--- src/rtl/axi_spi_pkg.sv ---
// Shared types and constants for the AXI4-Lite to SPI bridge.
//   state_t      : frame/response sequencing states
//   RESP_*       : AXI response codes
//   SPI_*_BITS   : frame field widths (command byte, data word)
//   cmd_byte()   : packs {reg_idx, rw} into the SPI command byte
package axi_spi_pkg;

  typedef enum logic [2:0] {
    ST_IDLE,
    ST_SETUP,
    ST_CMD,
    ST_GAP,
    ST_DATA,
    ST_HOLD,
    ST_RESP
  } state_t;

  localparam logic [1:0] RESP_OKAY   = 2'b00;
  localparam logic [1:0] RESP_SLVERR = 2'b10;

  localparam int SPI_CMD_BITS  = 8;
  localparam int SPI_DATA_BITS = 32;

  function automatic logic [7:0] cmd_byte(input logic [6:0] idx, input logic rw);
    return {idx, rw};
  endfunction

endpackage

--- src/rtl/spi_shift_engine.sv ---
// SPI frame engine: SCLK divider, chip select and the 40-bit shift/sample path.
// One start pulse launches SETUP -> CMD -> GAP -> DATA -> HOLD; done pulses for
// one cycle when the CS-high hold time has elapsed.
//   clk_sys, rst_b : clock, async active-low reset
//   start          : launch a frame; cmd/wdata are captured on this cycle
//   cmd, wdata     : command byte and data word (wdata is zero for reads)
//   miso           : serial data from the peer
//   sclk, mosi, cs : SPI pins (SCLK idle low, CS active low)
//   done           : frame finished, rdata valid
//   rdata          : word shifted in from MISO during the data phase
module spi_shift_engine
  import axi_spi_pkg::*;
#(
  parameter int CLK_DIV = 4,
  parameter int CMD_GAP = 16,
  parameter int CS_GAP  = 16
) (
  input  logic        clk_sys,
  input  logic        rst_b,
  input  logic        start,
  input  logic [7:0]  cmd,
  input  logic [31:0] wdata,
  input  logic        miso,
  output logic        sclk,
  output logic        mosi,
  output logic        cs,
  output logic        done,
  output logic [31:0] rdata
);

  localparam int FRAME_BITS = SPI_CMD_BITS + SPI_DATA_BITS;
  localparam int TMR_W      = $clog2(CLK_DIV + CMD_GAP + CS_GAP + 1);
  localparam logic [TMR_W-1:0] HALF_LOAD = TMR_W'(CLK_DIV - 1);
  localparam logic [5:0] CMD_END  = 6'(SPI_CMD_BITS);
  localparam logic [5:0] DATA_END = 6'(SPI_DATA_BITS);

  state_t                 phase;
  logic [TMR_W-1:0]       tmr;
  logic [5:0]             bit_cnt;
  logic [FRAME_BITS-1:0]  sr;
  logic [31:0]            rx;

  // MOSI is the top of the shift register; zeros shift in, so it idles low.
  assign mosi  = sr[FRAME_BITS-1];
  assign rdata = rx;

  always_ff @(posedge clk_sys or negedge rst_b) begin
    if (!rst_b) begin
      phase   <= ST_IDLE;
      tmr     <= '0;
      bit_cnt <= '0;
      sr      <= '0;
      rx      <= '0;
      sclk    <= 1'b0;
      cs      <= 1'b1;
      done    <= 1'b0;
    end else begin
      done <= 1'b0;
      case (phase)
        ST_IDLE: begin
          if (start) begin
            phase <= ST_SETUP;
            cs    <= 1'b0;
            sr    <= {cmd, wdata};
            tmr   <= HALF_LOAD;
          end
        end
        ST_SETUP: begin
          if (tmr == '0) begin
            phase   <= ST_CMD;
            sclk    <= 1'b1;
            bit_cnt <= '0;
            tmr     <= HALF_LOAD;
          end else begin
            tmr <= tmr - 1'b1;
          end
        end
        ST_CMD, ST_DATA: begin
          // Each SCLK period is a high half followed by a low half. The
          // falling edge advances MOSI and samples MISO; the phase ends
          // after the low half of its last period.
          if (tmr != '0) begin
            tmr <= tmr - 1'b1;
          end else if (sclk) begin
            sclk    <= 1'b0;
            sr      <= {sr[FRAME_BITS-2:0], 1'b0};
            bit_cnt <= bit_cnt + 6'd1;
            tmr     <= HALF_LOAD;
            if (phase == ST_DATA) rx <= {rx[30:0], miso};
          end else if (phase == ST_CMD && bit_cnt == CMD_END) begin
            phase <= ST_GAP;
            tmr   <= TMR_W'(CMD_GAP - 1);
          end else if (phase == ST_DATA && bit_cnt == DATA_END) begin
            phase <= ST_HOLD;
            cs    <= 1'b1;
            tmr   <= TMR_W'(CS_GAP - 1);
          end else begin
            sclk <= 1'b1;
            tmr  <= HALF_LOAD;
          end
        end
        ST_GAP: begin
          if (tmr == '0) begin
            phase   <= ST_DATA;
            sclk    <= 1'b1;
            bit_cnt <= '0;
            tmr     <= HALF_LOAD;
          end else begin
            tmr <= tmr - 1'b1;
          end
        end
        ST_HOLD: begin
          if (tmr == '0) begin
            phase <= ST_IDLE;
            done  <= 1'b1;
          end else begin
            tmr <= tmr - 1'b1;
          end
        end
        default: phase <= ST_IDLE;
      endcase
    end
  end

endmodule

--- src/rtl/axi_lite_spi_master.sv ---
// AXI4-Lite slave that converts each single-beat write/read into one SPI frame:
// command byte {reg_idx[6:0], rw} followed by 32 data bits, MSB first.
//   AXI_ACLK, AXI_ARESETN : clock, async active-low reset
//   AXI_AW*/W*/B*         : write channel (reg_idx = AWADDR[8:2]; WSTRB/AWPROT ignored)
//   AXI_AR*/R*            : read channel  (reg_idx = ARADDR[8:2]; ARPROT ignored)
//   SCLK, MOSI, MISO, CS  : SPI master pins
//   busy                  : request accepted and response not yet taken
// Build option: define ADDR_RANGE_CHECK_EN to reject reg_idx 0 or > NUM_REGS
// with SLVERR and no SPI frame.
//
// state    | meaning
// ---------+-----------------------------------------------------------
// ST_IDLE  | waiting for a request; READY pulses are issued here
// ST_SETUP | frame handed to spi_shift_engine (SETUP..HOLD), wait done
// ST_RESP  | BVALID or RVALID held until the master takes it
module axi_lite_spi_master
  import axi_spi_pkg::*;
#(
  parameter int CLK_DIV  = 4,
  parameter int CMD_GAP  = 16,
  parameter int CS_GAP   = 16,
  parameter int NUM_REGS = 5
) (
  input  logic        AXI_ACLK,
  input  logic        AXI_ARESETN,
  input  logic [31:0] AXI_AWADDR,
  input  logic [2:0]  AXI_AWPROT,
  input  logic        AXI_AWVALID,
  output logic        AXI_AWREADY,
  input  logic [31:0] AXI_WDATA,
  input  logic [3:0]  AXI_WSTRB,
  input  logic        AXI_WVALID,
  output logic        AXI_WREADY,
  output logic [1:0]  AXI_BRESP,
  output logic        AXI_BVALID,
  input  logic        AXI_BREADY,
  input  logic [31:0] AXI_ARADDR,
  input  logic [2:0]  AXI_ARPROT,
  input  logic        AXI_ARVALID,
  output logic        AXI_ARREADY,
  output logic [31:0] AXI_RDATA,
  output logic [1:0]  AXI_RRESP,
  output logic        AXI_RVALID,
  input  logic        AXI_RREADY,
  output logic        SCLK,
  output logic        MOSI,
  input  logic        MISO,
  output logic        CS,
  output logic        busy
);

  state_t      state;
  logic        is_wr;
  logic [6:0]  wr_idx, rd_idx;
  logic        wr_ok, rd_ok;
  logic        acc_wr, acc_rd;
  logic        eng_start, eng_done;
  logic [7:0]  eng_cmd;
  logic [31:0] eng_wdata, eng_rdata;
  logic        unused;

  assign unused = ^{AXI_AWADDR[31:9], AXI_AWADDR[1:0], AXI_ARADDR[31:9],
                    AXI_ARADDR[1:0], AXI_AWPROT, AXI_ARPROT, AXI_WSTRB};

  assign wr_idx = AXI_AWADDR[8:2];
  assign rd_idx = AXI_ARADDR[8:2];

`ifdef ADDR_RANGE_CHECK_EN
  assign wr_ok = (wr_idx != 7'd0) && (int'(wr_idx) <= NUM_REGS);
  assign rd_ok = (rd_idx != 7'd0) && (int'(rd_idx) <= NUM_REGS);
`else
  localparam int unused_num_regs = NUM_REGS;
  assign wr_ok = 1'b1;
  assign rd_ok = 1'b1;
`endif

  // READY pulses are mutually exclusive, so at most one accept per cycle.
  assign acc_wr = AXI_AWREADY & AXI_AWVALID & AXI_WREADY & AXI_WVALID;
  assign acc_rd = AXI_ARREADY & AXI_ARVALID;

  // The engine captures command and data on the accept cycle itself.
  assign eng_start = (acc_wr & wr_ok) | (acc_rd & rd_ok);
  assign eng_cmd   = acc_wr ? cmd_byte(wr_idx, 1'b1) : cmd_byte(rd_idx, 1'b0);
  assign eng_wdata = acc_wr ? AXI_WDATA : 32'd0;

  spi_shift_engine #(
    .CLK_DIV (CLK_DIV),
    .CMD_GAP (CMD_GAP),
    .CS_GAP  (CS_GAP)
  ) u_engine (
    .clk_sys (AXI_ACLK),
    .rst_b   (AXI_ARESETN),
    .start   (eng_start),
    .cmd     (eng_cmd),
    .wdata   (eng_wdata),
    .miso    (MISO),
    .sclk    (SCLK),
    .mosi    (MOSI),
    .cs      (CS),
    .done    (eng_done),
    .rdata   (eng_rdata)
  );

  always_ff @(posedge AXI_ACLK or negedge AXI_ARESETN) begin
    if (!AXI_ARESETN) begin
      state       <= ST_IDLE;
      is_wr       <= 1'b0;
      AXI_AWREADY <= 1'b0;
      AXI_WREADY  <= 1'b0;
      AXI_ARREADY <= 1'b0;
      AXI_BVALID  <= 1'b0;
      AXI_BRESP   <= RESP_OKAY;
      AXI_RVALID  <= 1'b0;
      AXI_RRESP   <= RESP_OKAY;
      AXI_RDATA   <= '0;
      busy        <= 1'b0;
    end else begin
      AXI_AWREADY <= 1'b0;
      AXI_WREADY  <= 1'b0;
      AXI_ARREADY <= 1'b0;
      case (state)
        ST_IDLE: begin
          if (acc_wr) begin
            is_wr <= 1'b1;
            busy  <= 1'b1;
            if (wr_ok) begin
              state <= ST_SETUP;
            end else begin
              state      <= ST_RESP;
              AXI_BVALID <= 1'b1;
              AXI_BRESP  <= RESP_SLVERR;
            end
          end else if (acc_rd) begin
            is_wr <= 1'b0;
            busy  <= 1'b1;
            if (rd_ok) begin
              state <= ST_SETUP;
            end else begin
              state      <= ST_RESP;
              AXI_RVALID <= 1'b1;
              AXI_RRESP  <= RESP_SLVERR;
              AXI_RDATA  <= '0;
            end
          end else if (!(AXI_AWREADY | AXI_ARREADY)) begin
            // Write wins; a read is only offered when no full write is pending.
            if (AXI_AWVALID && AXI_WVALID) begin
              AXI_AWREADY <= 1'b1;
              AXI_WREADY  <= 1'b1;
            end else if (AXI_ARVALID) begin
              AXI_ARREADY <= 1'b1;
            end
          end
        end
        ST_SETUP: begin
          if (eng_done) begin
            state <= ST_RESP;
            if (is_wr) begin
              AXI_BVALID <= 1'b1;
              AXI_BRESP  <= RESP_OKAY;
            end else begin
              AXI_RVALID <= 1'b1;
              AXI_RRESP  <= RESP_OKAY;
              AXI_RDATA  <= eng_rdata;
            end
          end
        end
        ST_RESP: begin
          if ((AXI_BVALID && AXI_BREADY) || (AXI_RVALID && AXI_RREADY)) begin
            AXI_BVALID <= 1'b0;
            AXI_RVALID <= 1'b0;
            busy       <= 1'b0;
            state      <= ST_IDLE;
          end
        end
        default: state <= ST_IDLE;
      endcase
    end
  end

endmodule

--- config.mk ---
export PLATFORM = sky130hd
export DESIGN_NAME = axi_lite_spi_master
export DESIGN_NICKNAME = d
export VERILOG_FILES = /design/src/rtl/axi_spi_pkg.sv /design/src/rtl/spi_shift_engine.sv /design/src/rtl/axi_lite_spi_master.sv
export SDC_FILE = /design/constraint.sdc
export NUM_CORES = 1
export LEC_CHECK = 0
export ABC_AREA = 1
export CAP_MARGIN = 0
export CORE_ASPECT_RATIO = 0.8
export CORE_MARGIN = 1
export CORE_UTILIZATION = 46
export CTS_BUF_LIST = sky130_fd_sc_hd__clkbuf_8
export DETAILED_ROUTE_END_ITERATION = 8
export PLACE_DENSITY = 0.79
export SLEW_MARGIN = 10
export SYNTH_ARGS = -nofsm -noshare
export SYNTH_HDL_FRONTEND = slang
export SYNTH_HIERARCHICAL = 1
export SYNTH_SLANG_ARGS = --single-unit
--- constraint.sdc ---
create_clock -name AXI_ACLK -period 1.7 [get_ports AXI_ACLK]
set_clock_uncertainty 0.1 [all_clocks]
set_input_delay 0.255 -clock AXI_ACLK [delete_from_list [all_inputs] [get_ports AXI_ACLK]]
set_output_delay 0.255 -clock AXI_ACLK [all_outputs]
set_load 0.02 [all_outputs]
==> key figures <==
Placement
  • Final HPWL DP: roughly 9100 um
  • Gpl congestion: approximately 0.9
  • Port bufs: between 90 and 100

Logic synthesis
  • Distinct cells, synth: 27
  • Sequential fraction of the synthesis area: about half
  • Synth Register Bits: 130
  • Avg Cell Area, Syn: approximately 7.3 um2
  • Yosys warns: 6
  • Synthesized area: 0.00631 mm2
  • Mapped Cells: between 800 and 900

Drt
  • Initial DRC count: about 450
  • WL per Instance: 14.8 um
  • DR vias: 6,039
  • Routed WL: 17,600 um
  • Vias per cell: 5.05
  • Post-route DRC: 0
  • DR pass1 iterations: 5
  • Post-route ant nets: 0

Global route
  • First-pass GRT wire length: between 20,000 and 30,000 um
  • Vias in the first global route: about 5,600
  • Initial antenna violation count: 0
  • GRT Total Usage: approximately a quarter
  • Total congestion overflow: 0
  • Largest net degree at the start of global routing: between 90 and 100

CTS
  • Worst-skew pair later-pin latency: 0.46 ns
  • Root buffer cell: clkbuf_8
  • Clk buf depth: 2
  • TritonCTS Buffers: 17
  • Total clock sinks: 130
  • H-Tree Depth: 4
  • CTS tree: done
  • Clock transition at path regs: about 0.1 ns

Timing
  • FMAX: between 500 and 600 MHz
  • Fin crit period: 1.87 ns
  • RSZ-0062 raised after global routing: true
  • Tcrit/Tclk final: 110%
  • Setup slack after layout: -0.170 ns
  • Final hold violation count: 0
  • Final max-slew violation count: 0
  • Slew margin rel.: 62.3%
  • Worst-margin pin slew: roughly 0.56 ns
  • Final setup fails: 85

Finish
  • Commonest non-fill, non-tap cell in the layout: nand2_1
  • Share of layout cells above drive strength 1: between 20% and 30%
  • Synthesis-to-finish area growth: 41.1%
  • Layout Nets: 1,125
  • Diode count: 0
  • Commonest non-fill, non-tap cells in the layout: nand2_1 (390), dfrtp_1 (127), inv_1 (71), clkdlybuf4s50_1 (52), nor2_1 (49)
  • Post-layout util: roughly 70%

Power
  • Sw power: about 0.0017 W
  • Clock power share: about two fifths
  • Worst IR Drop VDD: roughly 0.00060 V
  • Overall power: 0.00618 W
  • Switching fraction of total power: 26.9%
  • Leakage power figure: approximately 5 nW
  • Internal power: ~0.0045 W
  • Power Dens Cells: about 690 mW/mm2
  • Seq pwr share: between 50% and 60%
  • Combinational share of power: 7.1%

Floorplan
  • Die Y: between 100 and 150 um
  • Die X-Extent: approximately 130 um
  • Rows: 37
  • Total die area: ~0.014 mm2
  • Initial core utilization: about 48%
  • Core ar.: about 0.013 mm2
  • I/O Pins: 159

Worst hold path
  • Worst hold path class: in -> reg

Setup path
  • Worst-path fanout max: 7
  • Crit path launch type: flop
  • Arr. time, crit path: approximately 2.2 ns
  • Crit. End Element: flop
  • CP Class: reg -> reg
  • Req. time, crit path: 1.99 ns

Run status
  • Failing checks: negative setup slack
  • Status: finished, violations left

Flow run
  • Maxcap violations: 0
## synthesized netlist by cell type, drive strengths merged
cell type	number	area share, %
a21oi	15	1.2
buf	28	3.0
clkbuf	11	0.65
clkinv	1	0.059
conb	1	0.059
dfrtp	129	51
dfstp	1	0.42
ha	4	0.79
inv	81	4.8
nand2	438	26
nand3	27	2.1
nand4	4	0.40
nor2	78	5.0
nor3	2	0.34
nor3b	1	0.12
o21ai	34	2.7
o31ai	1	0.12
xor2	7	0.97
## worst paths after layout
check / startpoint / endpoint / slack, ns / cells past startpoint
setup / recovery: u_engine/tmr[1] / u_engine/sr[14] / -0.17 / 12
hold / removal: AXI_ARVALID / AXI_ARREADY / 0.26 / 3
setup reg to reg: u_engine/tmr[1] / u_engine/sr[14] / -0.17 / 12
hold reg to reg: AXI_RDATA[15] / AXI_RDATA[15] / 0.37 / 2
max in group asynchronous: AXI_ARESETN / AXI_RDATA[3] / 0.82 / 3
min in group asynchronous: AXI_ARESETN / u_engine/sclk / 0.30 / 3
## final cells by class
type,count,area (um2)
clock buffer,17,234
multi-input combinational,615,2980
timing repair buffer,161,1750
inverter,82,325
tap,175,219
fill,953,4200
sequential,130,3260
clock inverter,15,149
## cell families after synthesis
logic type / synth area share (%)
XOR/XNOR: 0.971
buffers and inverters: 8.54
adder cells (fa/ha/maj): 0.793
AO/OA/AOI/OAI: 4.00
flip-flops: 51.6
AND/OR/NAND/NOR: 34.1
other: 0.0594
## power by group through the flow
stage | clock network (W) | logic, W | registers (W)
after floorplan | 0 | 0.000152 | 0.00323
after global placement | 0 | 0.000452 | 0.00321
after detailed placement | 0 | 0.000455 | 0.00321
after CTS | 0.00260 | 0.000442 | 0.00315
after global routing | 0.00277 | 0.000488 | 0.00315
final | 0.00259 | 0.000436 | 0.00315
## metrics by stage
| stage | std cells | cell area, um2 | setup TNS (ns) | hold WS, ns | setup slack [ns] |
|---|---|---|---|---|---|
| 3_3_place_gp | 1136 | 7650 | -6.13 | 0.256 | -0.128 |
| 3_5_place_dp | 1136 | 7650 | -7.99 | 0.251 | -0.154 |
| 5_1_grt | 1195 | 8910 | -12.42 | 0.270 | -0.193 |
| 4_1_cts | 1186 | 8440 | -2.85 | 0.238 | -0.0781 |
| 2_1_floorplan | 866 | 6330 | -0.337 | -0.141 | -0.0301 |
| 6_report | 1195 | 8910 | -9.79 | 0.255 | -0.170 |
## state kept, by name, summed over array words and instances, names as in the netlist
| name | cells |
|---|---|
| AXI_ARREADY | 1 |
| AXI_BVALID | 1 |
| AXI_RDATA | 32 |
| AXI_RVALID | 1 |
| AXI_WREADY | 1 |
| busy | 1 |
| is_wr | 1 |
| state | 2 |
| u_engine/bit_cnt | 6 |
| u_engine/cs | 1 |
| u_engine/done | 1 |
| u_engine/phase | 3 |
| u_engine/rdata | 32 |
| u_engine/sclk | 1 |
| u_engine/sr | 40 |
| u_engine/tmr | 6 |
## routing by layer
metal | vias up | GRT usage [%] | wire length [um]
met3 | 48 | 5.20 | 1120
met1 | 2842 | 29.4 | 7310
met2 | 261 | 39.3 | 8710
met5 | - | 0 | 0
li1 | 2888 | - | -
met4 | 0 | 9.28 | 503
## critical path: stages (launching register included)
cell       delay (ns)
dfrtp_1          0.42
inv_2            0.09
ha_4             0.14
nand2_4          0.05
nor2_4           0.16
buf_6            0.14
nor2_4           0.04
nor2_4           0.15
nand2_8          0.12
clkinv_8         0.11
clkbuf_16        0.16
nand2_1          0.05
nand2_1          0.06
## repair_timing
| action | in CTS | in global routing |
|---|---|---|
| buffers inserted | 10 | 5 |
| hold buffers | 1 | 0 |
| resized for setup | 114 | 114 |
| hold endpoints to repair | 129 | 0 |
| pin swaps | 7 | 16 |
| cloned | 7 | 7 |
| setup endpoints to repair | 120 | 88 |
Note: power is estimated with default switching activity, not from simulation.
